### config.mk
export PLATFORM = sky130hd
export DESIGN_NAME = control_law_sequencer
export DESIGN_NICKNAME = d
export VERILOG_FILES = /design/src/rtl/control_law_sequencer.sv
export SDC_FILE = /design/constraint.sdc
export NUM_CORES = 1
export LEC_CHECK = 0
export CELL_PAD_IN_SITES_DETAIL_PLACEMENT = 0
export CELL_PAD_IN_SITES_GLOBAL_PLACEMENT = 1
export CORE_UTILIZATION = 28
export CTS_CLUSTER_DIAMETER = 80
export DETAILED_ROUTE_END_ITERATION = 6
export PLACE_DENSITY = 0.91
export SLEW_MARGIN = 20
export SYNTH_ARGS = -nofsm -noshare
export SYNTH_HDL_FRONTEND = slang
export SYNTH_SLANG_ARGS = --single-unit
### constraint.sdc
create_clock -name clk -period 2.4 [get_ports clk]
set_input_delay 0.6 -clock clk [delete_from_list [all_inputs] [get_ports clk]]
set_output_delay 0.6 -clock clk [all_outputs]
set_load 0.01 [all_outputs]
### src/rtl/control_law_sequencer.sv
// -----------------------------------------------------------------------------
// control_law_sequencer
//
// Sample scheduler for the combinational LandauControlLaw datapath.
//   * Generates the control-loop sample tick (one pulse every PERIOD clocks
//     while en is high).
//   * Accepts one Q16.16 (a1,a2) sample per tick over valid/ready and drives
//     the law inputs a1/a2/test from registers.
//   * Waits a fixed settle window, saturates the law output b and presents it
//     downstream over valid/ready.
//   * Flags ticks that arrive while a transaction is still in flight (sticky
//     overrun).
//
// Handshakes: a transfer happens on a rising edge where valid and ready are
// both high. A producer holds valid and its data stable until that transfer.
// in_ready/out_valid are decoded from the state register, so they never
// depend combinationally on in_valid/out_ready.
//
// Ports
//   clk          in   1   clock, all logic on rising edge
//   rst          in   1   synchronous reset, active-high
//   en           in   1   enable tick generation
//   test_req     in   1   requested test mode, sampled at input accept
//   clr_overrun  in   1   clears sticky overrun
//   in_a1        in   32  signed Q16.16 sample a1
//   in_a2        in   32  signed Q16.16 sample a2
//   in_valid     in   1   sample valid
//   in_ready     out  1   sequencer accepting a sample
//   law_a1       out  32  registered a1 to control law
//   law_a2       out  32  registered a2 to control law
//   law_test     out  1   registered test to control law
//   law_b        in   32  signed Q16.16 control law output (combinational)
//   out_b        out  32  saturated command, Q16.16
//   out_valid    out  1   out_b valid
//   out_ready    in   1   downstream accepts out_b
//   sat_hit      out  1   out_b was clamped (valid with out_valid)
//   busy         out  1   FSM not in IDLE
//   overrun      out  1   sticky: tick arrived while busy
//   dbg_state    out  3   current FSM state encoding, for observation only
// -----------------------------------------------------------------------------
module control_law_sequencer #(
    parameter int unsigned       PERIOD  = 1000,
    parameter int unsigned       SETTLE  = 2,
    parameter logic signed [31:0] SAT_MAX = 32'sh7FFF0000,
    parameter logic signed [31:0] SAT_MIN = 32'sh80010000
) (
    input  logic        clk,
    input  logic        rst,
    input  logic        en,
    input  logic        test_req,
    input  logic        clr_overrun,
    input  logic [31:0] in_a1,
    input  logic [31:0] in_a2,
    input  logic        in_valid,
    output logic        in_ready,
    output logic [31:0] law_a1,
    output logic [31:0] law_a2,
    output logic        law_test,
    input  logic [31:0] law_b,
    output logic [31:0] out_b,
    output logic        out_valid,
    input  logic        out_ready,
    output logic        sat_hit,
    output logic        busy,
    output logic        overrun,
    output logic [2:0]  dbg_state
);

    localparam int CNT_W = (PERIOD > 1) ? $clog2(PERIOD) : 1;
    localparam int SET_W = $clog2(SETTLE + 1);

    localparam logic [CNT_W-1:0] CNT_LAST   = CNT_W'(PERIOD - 1);
    localparam logic [SET_W-1:0] SET_LOAD   = SET_W'(SETTLE - 1);
    localparam logic [SET_W-1:0] SET_ONE    = SET_W'(1);
    localparam logic [CNT_W-1:0] CNT_ONE    = CNT_W'(1);

    // S_LAUNCH is the first clock after accept: the new law inputs have just
    // been registered, so the settle window only starts counting afterwards.
    // This gives accept-to-out_valid latency of SETTLE+1 clocks.
    typedef enum logic [2:0] {
        S_IDLE    = 3'd0,
        S_WAIT_IN = 3'd1,
        S_LAUNCH  = 3'd2,
        S_SETTLE  = 3'd3,
        S_OUT     = 3'd4
    } state_t;

    // -------------------------------------------------------------------------
    // Registers
    // -------------------------------------------------------------------------
    state_t             r_state;
    logic [CNT_W-1:0]   r_tick_cnt;
    logic [SET_W-1:0]   r_settle_cnt;
    logic [31:0]        r_law_a1;
    logic [31:0]        r_law_a2;
    logic               r_law_test;
    logic [31:0]        r_out_b;
    logic               r_sat_hit;
    logic               r_overrun;

    // -------------------------------------------------------------------------
    // Combinational helpers
    // -------------------------------------------------------------------------
    state_t             w_state_next;
    logic               w_tick;
    logic               w_accept;
    logic               w_capture;
    logic signed [31:0] w_law_b_s;
    logic               w_over_max;
    logic               w_under_min;
    logic [31:0]        w_clamped;

    // Tick is a single-clock pulse on the last count of the period; it is
    // gated by en so dropping en stops ticks immediately.
    assign w_tick    = en && (r_tick_cnt == CNT_LAST);
    assign w_accept  = (r_state == S_WAIT_IN) && in_valid;
    assign w_capture = (r_state == S_SETTLE) && (r_settle_cnt == '0);

    // Full 32-bit signed compare; the clamp substitutes the limit itself.
    assign w_law_b_s   = signed'(law_b);
    assign w_over_max  = (w_law_b_s > SAT_MAX);
    assign w_under_min = (w_law_b_s < SAT_MIN);

    always_comb begin
        w_clamped = law_b;
        if (w_over_max) begin
            w_clamped = SAT_MAX;
        end else if (w_under_min) begin
            w_clamped = SAT_MIN;
        end
    end

    // -------------------------------------------------------------------------
    // FSM next state
    // -------------------------------------------------------------------------
    always_comb begin
        w_state_next = r_state;
        case (r_state)
            S_IDLE: begin
                if (w_tick) begin
                    w_state_next = S_WAIT_IN;
                end
            end
            S_WAIT_IN: begin
                if (in_valid) begin
                    w_state_next = S_LAUNCH;
                end
            end
            S_LAUNCH: begin
                w_state_next = S_SETTLE;
            end
            S_SETTLE: begin
                if (r_settle_cnt == '0) begin
                    w_state_next = S_OUT;
                end
            end
            S_OUT: begin
                if (out_ready) begin
                    w_state_next = S_IDLE;
                end
            end
            default: begin
                w_state_next = S_IDLE;
            end
        endcase
    end

    // -------------------------------------------------------------------------
    // FSM state register
    // -------------------------------------------------------------------------
    always_ff @(posedge clk) begin
        if (rst) begin
            r_state <= S_IDLE;
        end else begin
            r_state <= w_state_next;
        end
    end

    // -------------------------------------------------------------------------
    // Tick counter: held at 0 while en is low, so the first tick after en
    // rises comes a full PERIOD later.
    // -------------------------------------------------------------------------
    always_ff @(posedge clk) begin
        if (rst) begin
            r_tick_cnt <= '0;
        end else if (!en) begin
            r_tick_cnt <= '0;
        end else if (r_tick_cnt == CNT_LAST) begin
            r_tick_cnt <= '0;
        end else begin
            r_tick_cnt <= r_tick_cnt + CNT_ONE;
        end
    end

    // -------------------------------------------------------------------------
    // Settle counter
    // -------------------------------------------------------------------------
    always_ff @(posedge clk) begin
        if (rst) begin
            r_settle_cnt <= '0;
        end else if (w_accept) begin
            r_settle_cnt <= SET_LOAD;
        end else if ((r_state == S_SETTLE) && (r_settle_cnt != '0)) begin
            r_settle_cnt <= r_settle_cnt - SET_ONE;
        end
    end

    // -------------------------------------------------------------------------
    // Law input registers: only change at accept, otherwise hold the last
    // transaction's values.
    // -------------------------------------------------------------------------
    always_ff @(posedge clk) begin
        if (rst) begin
            r_law_a1   <= '0;
            r_law_a2   <= '0;
            r_law_test <= 1'b0;
        end else if (w_accept) begin
            r_law_a1   <= in_a1;
            r_law_a2   <= in_a2;
            r_law_test <= test_req;
        end
    end

    // -------------------------------------------------------------------------
    // Output capture: out_b/sat_hit only load at the end of the settle
    // window, so they are stable for the whole time out_valid waits on
    // out_ready.
    // -------------------------------------------------------------------------
    always_ff @(posedge clk) begin
        if (rst) begin
            r_out_b   <= '0;
            r_sat_hit <= 1'b0;
        end else if (w_capture) begin
            r_out_b   <= w_clamped;
            r_sat_hit <= w_over_max || w_under_min;
        end
    end

    // -------------------------------------------------------------------------
    // Sticky overrun: a tick while busy is dropped and recorded. Set has
    // priority over a same-clock clear.
    // -------------------------------------------------------------------------
    always_ff @(posedge clk) begin
        if (rst) begin
            r_overrun <= 1'b0;
        end else if (w_tick && (r_state != S_IDLE)) begin
            r_overrun <= 1'b1;
        end else if (clr_overrun) begin
            r_overrun <= 1'b0;
        end
    end

    // -------------------------------------------------------------------------
    // Outputs
    // -------------------------------------------------------------------------
    assign in_ready  = (r_state == S_WAIT_IN);
    assign out_valid = (r_state == S_OUT);
    assign busy      = (r_state != S_IDLE);
    assign law_a1    = r_law_a1;
    assign law_a2    = r_law_a2;
    assign law_test  = r_law_test;
    assign out_b     = r_out_b;
    assign sat_hit   = r_sat_hit;
    assign overrun   = r_overrun;
    assign dbg_state = r_state;

endmodule

== After elaboration in Yosys (flattened, before gate mapping) ==
Index checks and enable logic that the tools add are counted.

* Flip-flop bits (word level): 114
* Output and inout port bits: 105
* Word-level logic and storage cells: 50

* Add/subtract/negate cells: 2
* Magnitude comparators: 2
* Eq/ne operators: 9
* Muxes and demuxes: 11
* Bitwise operators: 1
* Reductions and logical operators: 15

{| class="wikitable"
|+ Operators with widths
! operator !! count
|-
| 32-bit 2-to-1 mux || 2
|-
| 32-bit > comparator, second input constant || 1
|-
| 32-bit less-than comparator, second input constant || 1
|-
| 3-bit one-hot mux with 5 select lines || 1
|-
| 3-bit 2-to-1 mux || 4
|-
| 10-bit by 1-bit adder with 10-bit output, second input constant || 1
|-
| 10-bit equality test, second input constant || 1
|-
| 3-bit by 2-bit equality test with 1-bit output, second input constant || 2
|-
| 2-bit inequality test, second input constant || 3
|-
| 2-bit nonzero test || 3
|-
| 1-bit logical AND || 5
|-
| 1-bit 2-to-1 mux || 4
|-
| 4-bit AND reduction || 1
|-
| 3-bit by 1-bit equality test with 1-bit output, second input constant || 1
|-
| 3-bit equality test, second input constant || 1
|-
| 3-bit logical NOT || 1
|-
| 3-bit nonzero test || 1
|-
| 3-bit OR reduction || 1
|-
| 2-bit logical NOT || 1
|-
| 2-bit by 1-bit inequality test with 1-bit output, second input constant || 1
|-
| 2-bit OR reduction || 1
|-
| 2-bit by 1-bit subtractor with 2-bit output, second input constant || 1
|-
| 1-bit logical OR || 1
|-
| 1-bit inverter || 1
|}

== Depth between registers and ports, before layout ==
Gate-level depths: netlist of run 1.

* Depth in word-level cells: 4
* Mapped depth: 7
* Depth with buffers taken out: 6

== Worst setup path before layout of run 1 ==
OpenSTA, ideal clock, no wires.

* Kind: in2reg
* Start point: input law_b[19]
* End point: register r_out_b[10], in the netlist out_b[10]
* Arrival: 2.025 ns
* Data required time: 2.339 ns
* Path slack: 0.315 ns
* Cell stages on the path: 6
* Path buffers: 1
* Cells stage by stage: nor4_1 > a41o_1 > ha_1 > nor2_1 > clkbuf_1 > a32o_1

* Word-level cells in the longest chain between the ends: 3
* Elaborated cells between the ends (all ways): 4
* Classes of those cells: 2 x order compare; 2 x mux

{| class="wikitable"
|+ RTL lines
! element !! RTL line !! text
|-
| start: declaration || 59 || <nowiki>input logic [31:0] law_b,</nowiki>
|-
| 32-bit less-than comparator || 122 || <nowiki>assign w_under_min = (w_law_b_s < SAT_MIN);</nowiki>
|-
| 32-bit 2-to-1 mux || 128 || <nowiki>end else if (w_under_min) begin</nowiki>
|-
| 32-bit 2-to-1 mux (*) || 126 || <nowiki>if (w_over_max) begin</nowiki>
|-
| end signal: assignment || 234 || <nowiki>r_out_b <= w_clamped;</nowiki>
|-
| end: declaration || 97 || <nowiki>logic [31:0] r_out_b;</nowiki>
|}

Mark *: on every way between the ends. The rest lies on a longest branch, timed or not.
A chain may end at the register's enable or synchronous reset.

== Worst setup path in the final report of run 1 ==
* Start point: register r_state[1], in the netlist dbg_state[1]
* End point: output out_valid

* Word-level cells in the longest chain between the ends: 1

{| class="wikitable"
|+ RTL lines
! element !! RTL line !! text
|-
| start: declaration || 91 || <nowiki>state_t r_state;</nowiki>
|-
| start signal: assignment || 175 || <nowiki>r_state <= w_state_next;</nowiki>
|-
| 3-bit equality test || 257 || <nowiki>assign out_valid = (r_state == S_OUT);</nowiki>
|-
| end: declaration || 61 || <nowiki>output logic out_valid,</nowiki>
|}

No other way between the ends.

==> results of run 1 <==
==> flip-flops by register name, summed over array words and instances, names as in the netlist <==
signal,flops
law_a1,32
r_tick_cnt,10
sat_hit,1
overrun,1
r_settle_cnt,2
out_b,32
dbg_state,3
law_test,1
law_a2,32
==> power breakdown <==
part           internal [uW]  total [uW]  switching, uW
Sequential              1900        1900           1.25
Clock                   2020        2890            873
Combinational            189         294            105
Total                   4100        5080            980
==> worst max-delay path by stage <==
stage	start	endpoint	slack (ns)	cells past startpoint
floorplan	law_b[19]	out_b[10]	0.31	6
global placement	law_b[19]	out_b[7]	-0.60	7
detailed placement	law_b[24]	out_b[12]	-0.58	7
CTS	dbg_state[0]	in_ready	0.01	3
global route	dbg_state[1]	out_valid	0.008	3
finish	dbg_state[1]	out_valid	0.08	3
==> worst register-to-register path, cell delays in order, from the launching register on <==
cell,delay [ns]
dfxtp_1,0.31
inv_1,0.05
ha_1,0.23
nand2_1,0.13
nor2_4,0.40
nor2_2,0.25
a22o_1,0.30
==> synthesized netlist by cell type (7+ instances only) <==
cell type	instances	area, um^2
nor2_1	33	124
xnor2_1	7	61.3
clkbuf_1	13	48.8
nor3_1	8	40.0
a21oi_1	68	340
a32o_1	14	140
nand2_1	152	571
a211oi_1	13	97.6
dfxtp_1	114	2280
nor4_1	7	43.8
buf_2	16	80.1
inv_1	7	26.3
==> metal layers <==
metal,GRT usage,share of wire
met1,0.197,0.42
met2,0.274,0.47
met3,0.0650,0.077
met4,0.0854,0.029
met5,0,0
==> cell families after synthesis <==
group	after synthesis
simple gates	227
flops	114
compound gates	107
buf+inv	40
xor+xnor	9
fa+ha+maj	3
==> metrics by stage <==
stage	TNS [ns]	cells	total power, uW
2_1_floorplan	0	500	2000
3_3_place_gp	-8.81	888	2230
3_5_place_dp	-8.31	888	2220
4_1_cts	0	920	5140
5_1_grt	0	921	5250
6_report	0	921	5080
==> area by class of cell <==
cell class	count	area [um^2]	share of cell area
timing repair buffer	237	2330	0.316
clock inverter	11	205	0.0279
tap	184	230	0.0313
inverter	7	26.3	0.00357
clock buffer	21	470	0.0639
sequential	114	2280	0.310
antenna	1	2.50	0.000340
multi-input combinational	346	1820	0.247
==> what timing repair did <==
action / CTS / global route
cloned: 0 / 0
endpoints found under the setup margin: 16 / 4
resized for setup: 1 / 2
==> placed cells by master, fill, tap and decap left out, types with 3 or more instances in the layout <==
| cell | instances |
|---|---|
| a211oi_1 | 13 |
| a21oi_1 | 68 |
| a32o_1 | 14 |
| and2_1 | 3 |
| buf_12 | 3 |
| buf_4 | 27 |
| bufinv_16 | 6 |
| clkbuf_16 | 17 |
| clkbuf_8 | 3 |
| clkdlybuf4s50_1 | 206 |
| clkinv_2 | 5 |
| dfxtp_1 | 113 |
| ha_1 | 3 |
| inv_1 | 7 |
| nand2_1 | 151 |
| nand2b_1 | 4 |
| nand3_1 | 4 |
| nand4_1 | 4 |
| nor2_1 | 30 |
| nor2_4 | 3 |
| nor3_1 | 8 |
| nor4_1 | 7 |
| xnor2_1 | 7 |
==> summary.md, run 1 <==
| Metric | Value |
|---|---|
| IO Pins | `between 200 and 250` |
| Std cell rows | `44` |
| WP data arrival | `approximately 1.7 ns` |
| WHS | `0.450 ns` |
| R2r setup slk | `between 0.6 and 0.7 ns` |
| Max-cap violation count | `0` |
| Vias in the first global route | `4288` |
| Sequential share of the synthesized area | `0.534` |
| H-tree levels | `4` |
| DRT Wirelength | `~13 mm` |
| Xor and xnor area share after synthesis | `0.0184` |
| Mapped Avg Cell Area | `8.55 um^2` |
| Largest stage delay on the critical path | `between 0.5 and 0.6 ns` |
| Flops & latches, synth | `~110` |
| WS Path Type | `reg -> out` |
| Hold buffer count at cts | `0` |
| Hold path start | `law_a1[25]` |
| Ratio of cells with drive above 1 in the final layout | `0.109` |
| Post-Synth Simple-Gate Area | `0.231` |
| Dpl ws | `-0.584 ns` |
| Synth async-reset ratio | `0` |
| Endpoint, Worst Hold | `law_a1[25]` |
| Mapped cell area | `approximately 4300 um^2` |
| Post-synthesis adder-cell area fraction | `0.00878` |
| Worst IR drop on VDD | `roughly 0.43 mV` |
| Die Height | `between 100 and 150 um` |
| Post-Layout Inst Area | `between 7000 and 8000 um^2` |
| CTS Sinks | `between 100 and 150` |
| Worst clock skew | `0.00548 ns` |
| Total core area | `roughly 15000 um^2` |
| Status | `finished with violations` |
| Final setup violation count | `0` |
| CTS max path bufs | `2` |
| Reg2reg path depth | `6` |
| Dpl hpwl | `around 8.7 mm` |
| Initial antenna violation count | `1` |
| Cells after synthesis | `500` |
| Layout area overhead | `72.4%` |
| EDFF count, synth | `0` |
| CP startpoint kind | `register` |
| Post-synth cell types | `40` |
| Largest net degree at the start of global routing | `67` |
| Multiplexer share of the synthesized area | `0` |
| Worst-path maximum fanout | `10` |
| Antenna Nets Post-Route | `0` |
| Postcts setup bufs | `0` |
| Slowest stage cell, crit path | `clkdlybuf4s50_1` |
| Bufs and invs on worst path | `1` |
| RR Startpoint | `r_settle_cnt[0]` |
| Largest family of logic cells by synthesized area | `simple AND/OR/NAND/NOR gates` |
| Violated checks | `DRC` |
| Synth Flop Type | `dfxtp_1` |
| Global placer's final weighted congestion | `between 0.7 and 0.8` |
| Compound-Gate Fraction of Synth Area | `0.163` |
| Worst skew pair latency | `slightly above 0.4 ns` |
| Crit. End Element | `output port` |
| R2R Path End | `out_b[12]` |
| WL/cell | `around 14 um` |
| Unrepaired setup endpoints after global routing | `false` |
| Worst-Margin Slew | `around 0.66 ns` |
| Pwr dens | `690 nW/um^2` |
| Filler cell count | `approximately 1300` |
| DRC Markers | `12` |
| Achievable Freq | `about 0.43 GHz` |
| Crit path time final | `~2.3 ns` |
| Drt pass-1 iters | `7` |
| CTS tree | `yes` |
| NumNets Final | `829` |
| DR iter-0 viols | `roughly 210` |
| Required @ worst endpoint | `about 1.8 ns` |
| Max transition margin | `0.562` |
| Synth warn | `0` |
| CTS Buf Count | `17` |
| Final slew viol count | `0` |
| Hold path cells | `2` |
| Fin util | `0.501` |
| Die X | `around 130 um` |
| Final worst slack | `just over 0.08 ns` |
| Ordered list of cells on the worst path | `nor2_1 -> and2_1 -> clkdlybuf4s50_1` |
| GRT Util Overall | `0.170` |
| Via count | `around 4300` |
| Syn_nets | `approximately 610` |
| Period utilization | `0.966` |
| LEAKAGE | `roughly 0.0025 uW` |
| Root buffer cell | `clkbuf_16` |
| Cell Area, Placed | `about 6700 um^2` |
| Die ar. | `between 15000 and 20000 um^2` |
| # port buffers | `roughly 210` |
| Hold Fails Final Rpt | `0` |
| CP top delay family | `buffers and inverters` |
| Vias per cell | `around 4.6` |
| Starting Density | `0.291` |
| Clock slew at reported path FFs | `around 0.050 ns` |
| First-pass GRT wire length | `21.2 mm` |
| HP Class | `reg -> reg` |
| Grt total ovfl | `0` |
(Power assumes the default switching activity.)
==> run 2, diff against run 1 <==
--- a/config.mk
+++ b/config.mk
@@ -6,7 +6,6 @@
 export NUM_CORES = 1
 export LEC_CHECK = 0
-export CELL_PAD_IN_SITES_DETAIL_PLACEMENT = 0
-export CELL_PAD_IN_SITES_GLOBAL_PLACEMENT = 1
-export CORE_UTILIZATION = 28
+export ABC_CLOCK_PERIOD_IN_PS = 2400
+export CORE_UTILIZATION = 40
 export CTS_CLUSTER_DIAMETER = 80
 export DETAILED_ROUTE_END_ITERATION = 6
==> constraint.sdc (replaced) <==
create_clock -name clk -period 2.4 [get_ports clk]
set_input_delay 0.48 -clock clk [delete_from_list [all_inputs] [get_ports clk]]
set_output_delay 0.48 -clock clk [all_outputs]
set_load 0.01 [all_outputs]
==> summary.md, run 2 (same netlist as run 1, synthesis figures left out) <==
| Metric | Value |
|---|---|
| WL/cell | `14.9 um (+7.2%)` |
| HP Class | `in -> reg` |
| Clock slew at reported path FFs | `0.06 ns (about the same)` |
| Comb pwr share | `0.060 (+0.002)` |
| Diodes inserted | `0 (-1)` |
| Initial antenna violation count | `0 (-1)` |
| Ratio of cells with drive above 1 in the final layout | `0.0798 (-0.0289)` |
| Hold path cells | `3 (+1)` |
| Final slew viol count | `0 (unchanged)` |
| Period utilization | `0.961 (-0.00577)` |
| Required @ worst endpoint | `1.92 ns (+0.12 ns)` |
| Pwr dens | `642 nW/um^2 (-7.0%)` |
| Met1 GRT Util | `0.241 (+0.0448)` |
| Worst-path maximum fanout | `8 (-2)` |
| NumNets Final | `809 (-2.4%)` |
| Hold Fails Final Rpt | `0 (unchanged)` |
| Slowest stage cell, crit path | `clkdlybuf4s50_1` |
| DR iter-0 viols | `221 (+5.7%)` |
| Vias per cell | `5.06 (+8.9%)` |
| Sw Pwr | `916 uW (-6.5%)` |
| Most common cell after layout, fill and taps aside | `clkdlybuf4s50_1` |
| GR peak layer | `met2` |
| Met2 Use GR | `0.422 (+0.148)` |
| Multi-input logic area | `1810 um^2 (-0.41%)` |
| Postcts setup bufs | `0 (unchanged)` |
| Achievable Freq | `0.434 GHz (+0.60%)` |
| Fin util | `0.683 (+0.182)` |
| Clk pwr share | `0.520 (-0.049)` |
| Filler cell count | `770 (-43%)` |
| Largest net degree at the start of global routing | `67 (unchanged)` |
| R2r setup slk | `0.81 ns (+0.20 ns)` |
| Total core area | `10300 um^2 (-30%)` |
| Dpl hpwl | `9.09 mm (+4.4%)` |
| Sequential power share | `0.420 (+0.047)` |
| IO Pins | `208 (unchanged)` |
| Worst-Margin Slew | `0.520 ns (-0.136 ns)` |
| Global-route met3 utilization | `0.0575 (-0.00753)` |
| Grt total ovfl | `0 (unchanged)` |
| Post-Layout Inst Area | `7050 um^2 (-4.3%)` |
| Std cell rows | `37 (-16%)` |
| H-tree levels | `4 (unchanged)` |
| TNS Setup | `0 ns (unchanged)` |
| CTS Buf Count | `17 (unchanged)` |
| Global placer's final weighted congestion | `0.812 (+6.8%)` |
| Register area | `2280 um^2 (about the same)` |
| DRT Wirelength | `12.7 mm (-1.1%)` |
| Endpoint, Worst Hold | `out_b[31]` |
| CTS tree | `yes` |
| Reg2reg path depth | `5 (-1)` |
| # port buffers | `207 (unchanged)` |
| Die ar. | `11100 um^2 (-30%)` |
| Cell Area, Placed | `6480 um^2 (-3.0%)` |
| Via count | `4300 (+0.47%)` |
| CTS max path bufs | `2 (unchanged)` |
| Antenna Nets Post-Route | `0 (unchanged)` |
| LEAKAGE | `0.00237 uW (-6.3%)` |
| Bufs and invs on worst path | `1 (unchanged)` |
| WP data arrival | `1.83 ns (+0.11 ns)` |
| Vias in the first global route | `4367 (+1.8%)` |
| CP startpoint kind | `register` |
| Die X | `105 um (-16%)` |
| Unrepaired setup endpoints after global routing | `false` |
| Die Height | `105 um (-16%)` |
| RR Startpoint | `r_tick_cnt[0]` |
| Worst clock skew | `0.00670 ns (+0.00121 ns)` |
| CP top delay family | `buffers and inverters` |
| WS Path Type | `reg -> out` |
| Most frequent cells in the layout | `206 x clkdlybuf4s50_1, 151 x nand2_1, 114 x dfxtp_1` |
| Largest stage delay on the critical path | `0.51 ns (-0.06 ns)` |
| CTS Sinks | `114 (unchanged)` |
| Root buffer cell | `clkbuf_8` |
| Final setup violation count | `0 (unchanged)` |
| Switching Fraction | `0.203 (+0.00994)` |
| Ordered list of cells on the worst path | `or3_1 -> clkdlybuf4s50_1` |
| Drt pass-1 iters | `5 (-2)` |
| R2R Path End | `dbg_state[0]` |
| First-pass GRT wire length | `20.2 mm (-4.9%)` |
| Max transition margin | `0.653 (+0.0914)` |
| Pint | `3610 uW (-12%)` |
| Worst skew pair latency | `0.49 ns (+0.08 ns)` |
| Starting Density | `0.414 (+0.123)` |
| Hold path start | `rst` |
| DRC Markers | `0 (-12)` |
| Crit path time final | `2.31 ns (-0.0139 ns)` |
| Max-cap violation count | `0 (unchanged)` |
| GRT Util Overall | `0.228 (+0.0579)` |
| Crit. End Element | `output port` |
| Layout area overhead | `64.9%` |
| Worst IR drop on VDD | `0.442 mV (+1.9%)` |
| Status | `finished clean` |
-- run 2: cell count changes in the layout (fill, tap and decap cells not counted), sizes merged --
cell,previous run,this run
bufinv,6,2
clkinv,5,4
diode,1,0
clkbuf,21,20
clkinvlp,0,4
buf,31,11
-- run 2: timing repair --
action / CTS / global route
hold endpoints to repair: 0 / 0
endpoints found under the setup margin: 0 / 1
hold buffers: 0 / 0
gates resized for setup: 0 / 1
-- run 2: how the worst max path moves through the flow --
stage | from | endpoint | slack, ns | depth (start not counted)
finish | dbg_state[0] | busy | 0.09 | 2
floorplan | law_b[19] | out_b[10] | 0.43 | 6
global route | dbg_state[0] | in_ready | 0.01 | 3
detailed placement | law_b[24] | out_b[17] | -0.08 | 8
global placement | law_b[18] | out_b[12] | 0.06 | 8
CTS | dbg_state[1] | out_valid | 0.05 | 3
-- run 2: area by class of cell --
class / count / area share
Timing Repair Buffer: 217 / 0.311
Multi-Input combinational cell: 346 / 0.257
Inverter: 7 / 0.00373
Tap cell: 136 / 0.0241
Clock buffer: 20 / 0.0646
Clock inverter: 10 / 0.0156
Sequential cell: 114 / 0.324
-- run 2: layer usage --
metal	up-vias	part of all wire
met3	30	0.049
li1	2100	-
met1	2040	0.39
met4	0	0.027
met5	-	0
met2	130	0.53
-- run 2: through the flow --
stage / hold WS, ns / power, uW / setup slack, ns / cells
after global routing: 0.385 / 4680 / 0.0109 / 850
after floorplan: 0.418 / 2000 / 0.435 / 500
after CTS: 0.369 / 4560 / 0.0547 / 850
after global placement: 0.427 / 2200 / 0.0644 / 820
after detailed placement: 0.446 / 2210 / -0.0823 / 820
final: 0.396 / 4520 / 0.0948 / 850
-- run 2: power by group through the flow --
stage	clock network [uW]	registers (uW)	logic, uW
after floorplan	0	1940	62.0
after global placement	0	1940	263
after detailed placement	0	1940	269
after CTS	2390	1900	272
after global routing	2490	1900	290
final	2350	1900	272
-- run 2: tightest hold or removal path, stage by stage --
cell and delay, ns:
buf_2 0.14, inv_1 0.09, a31o_2 0.14
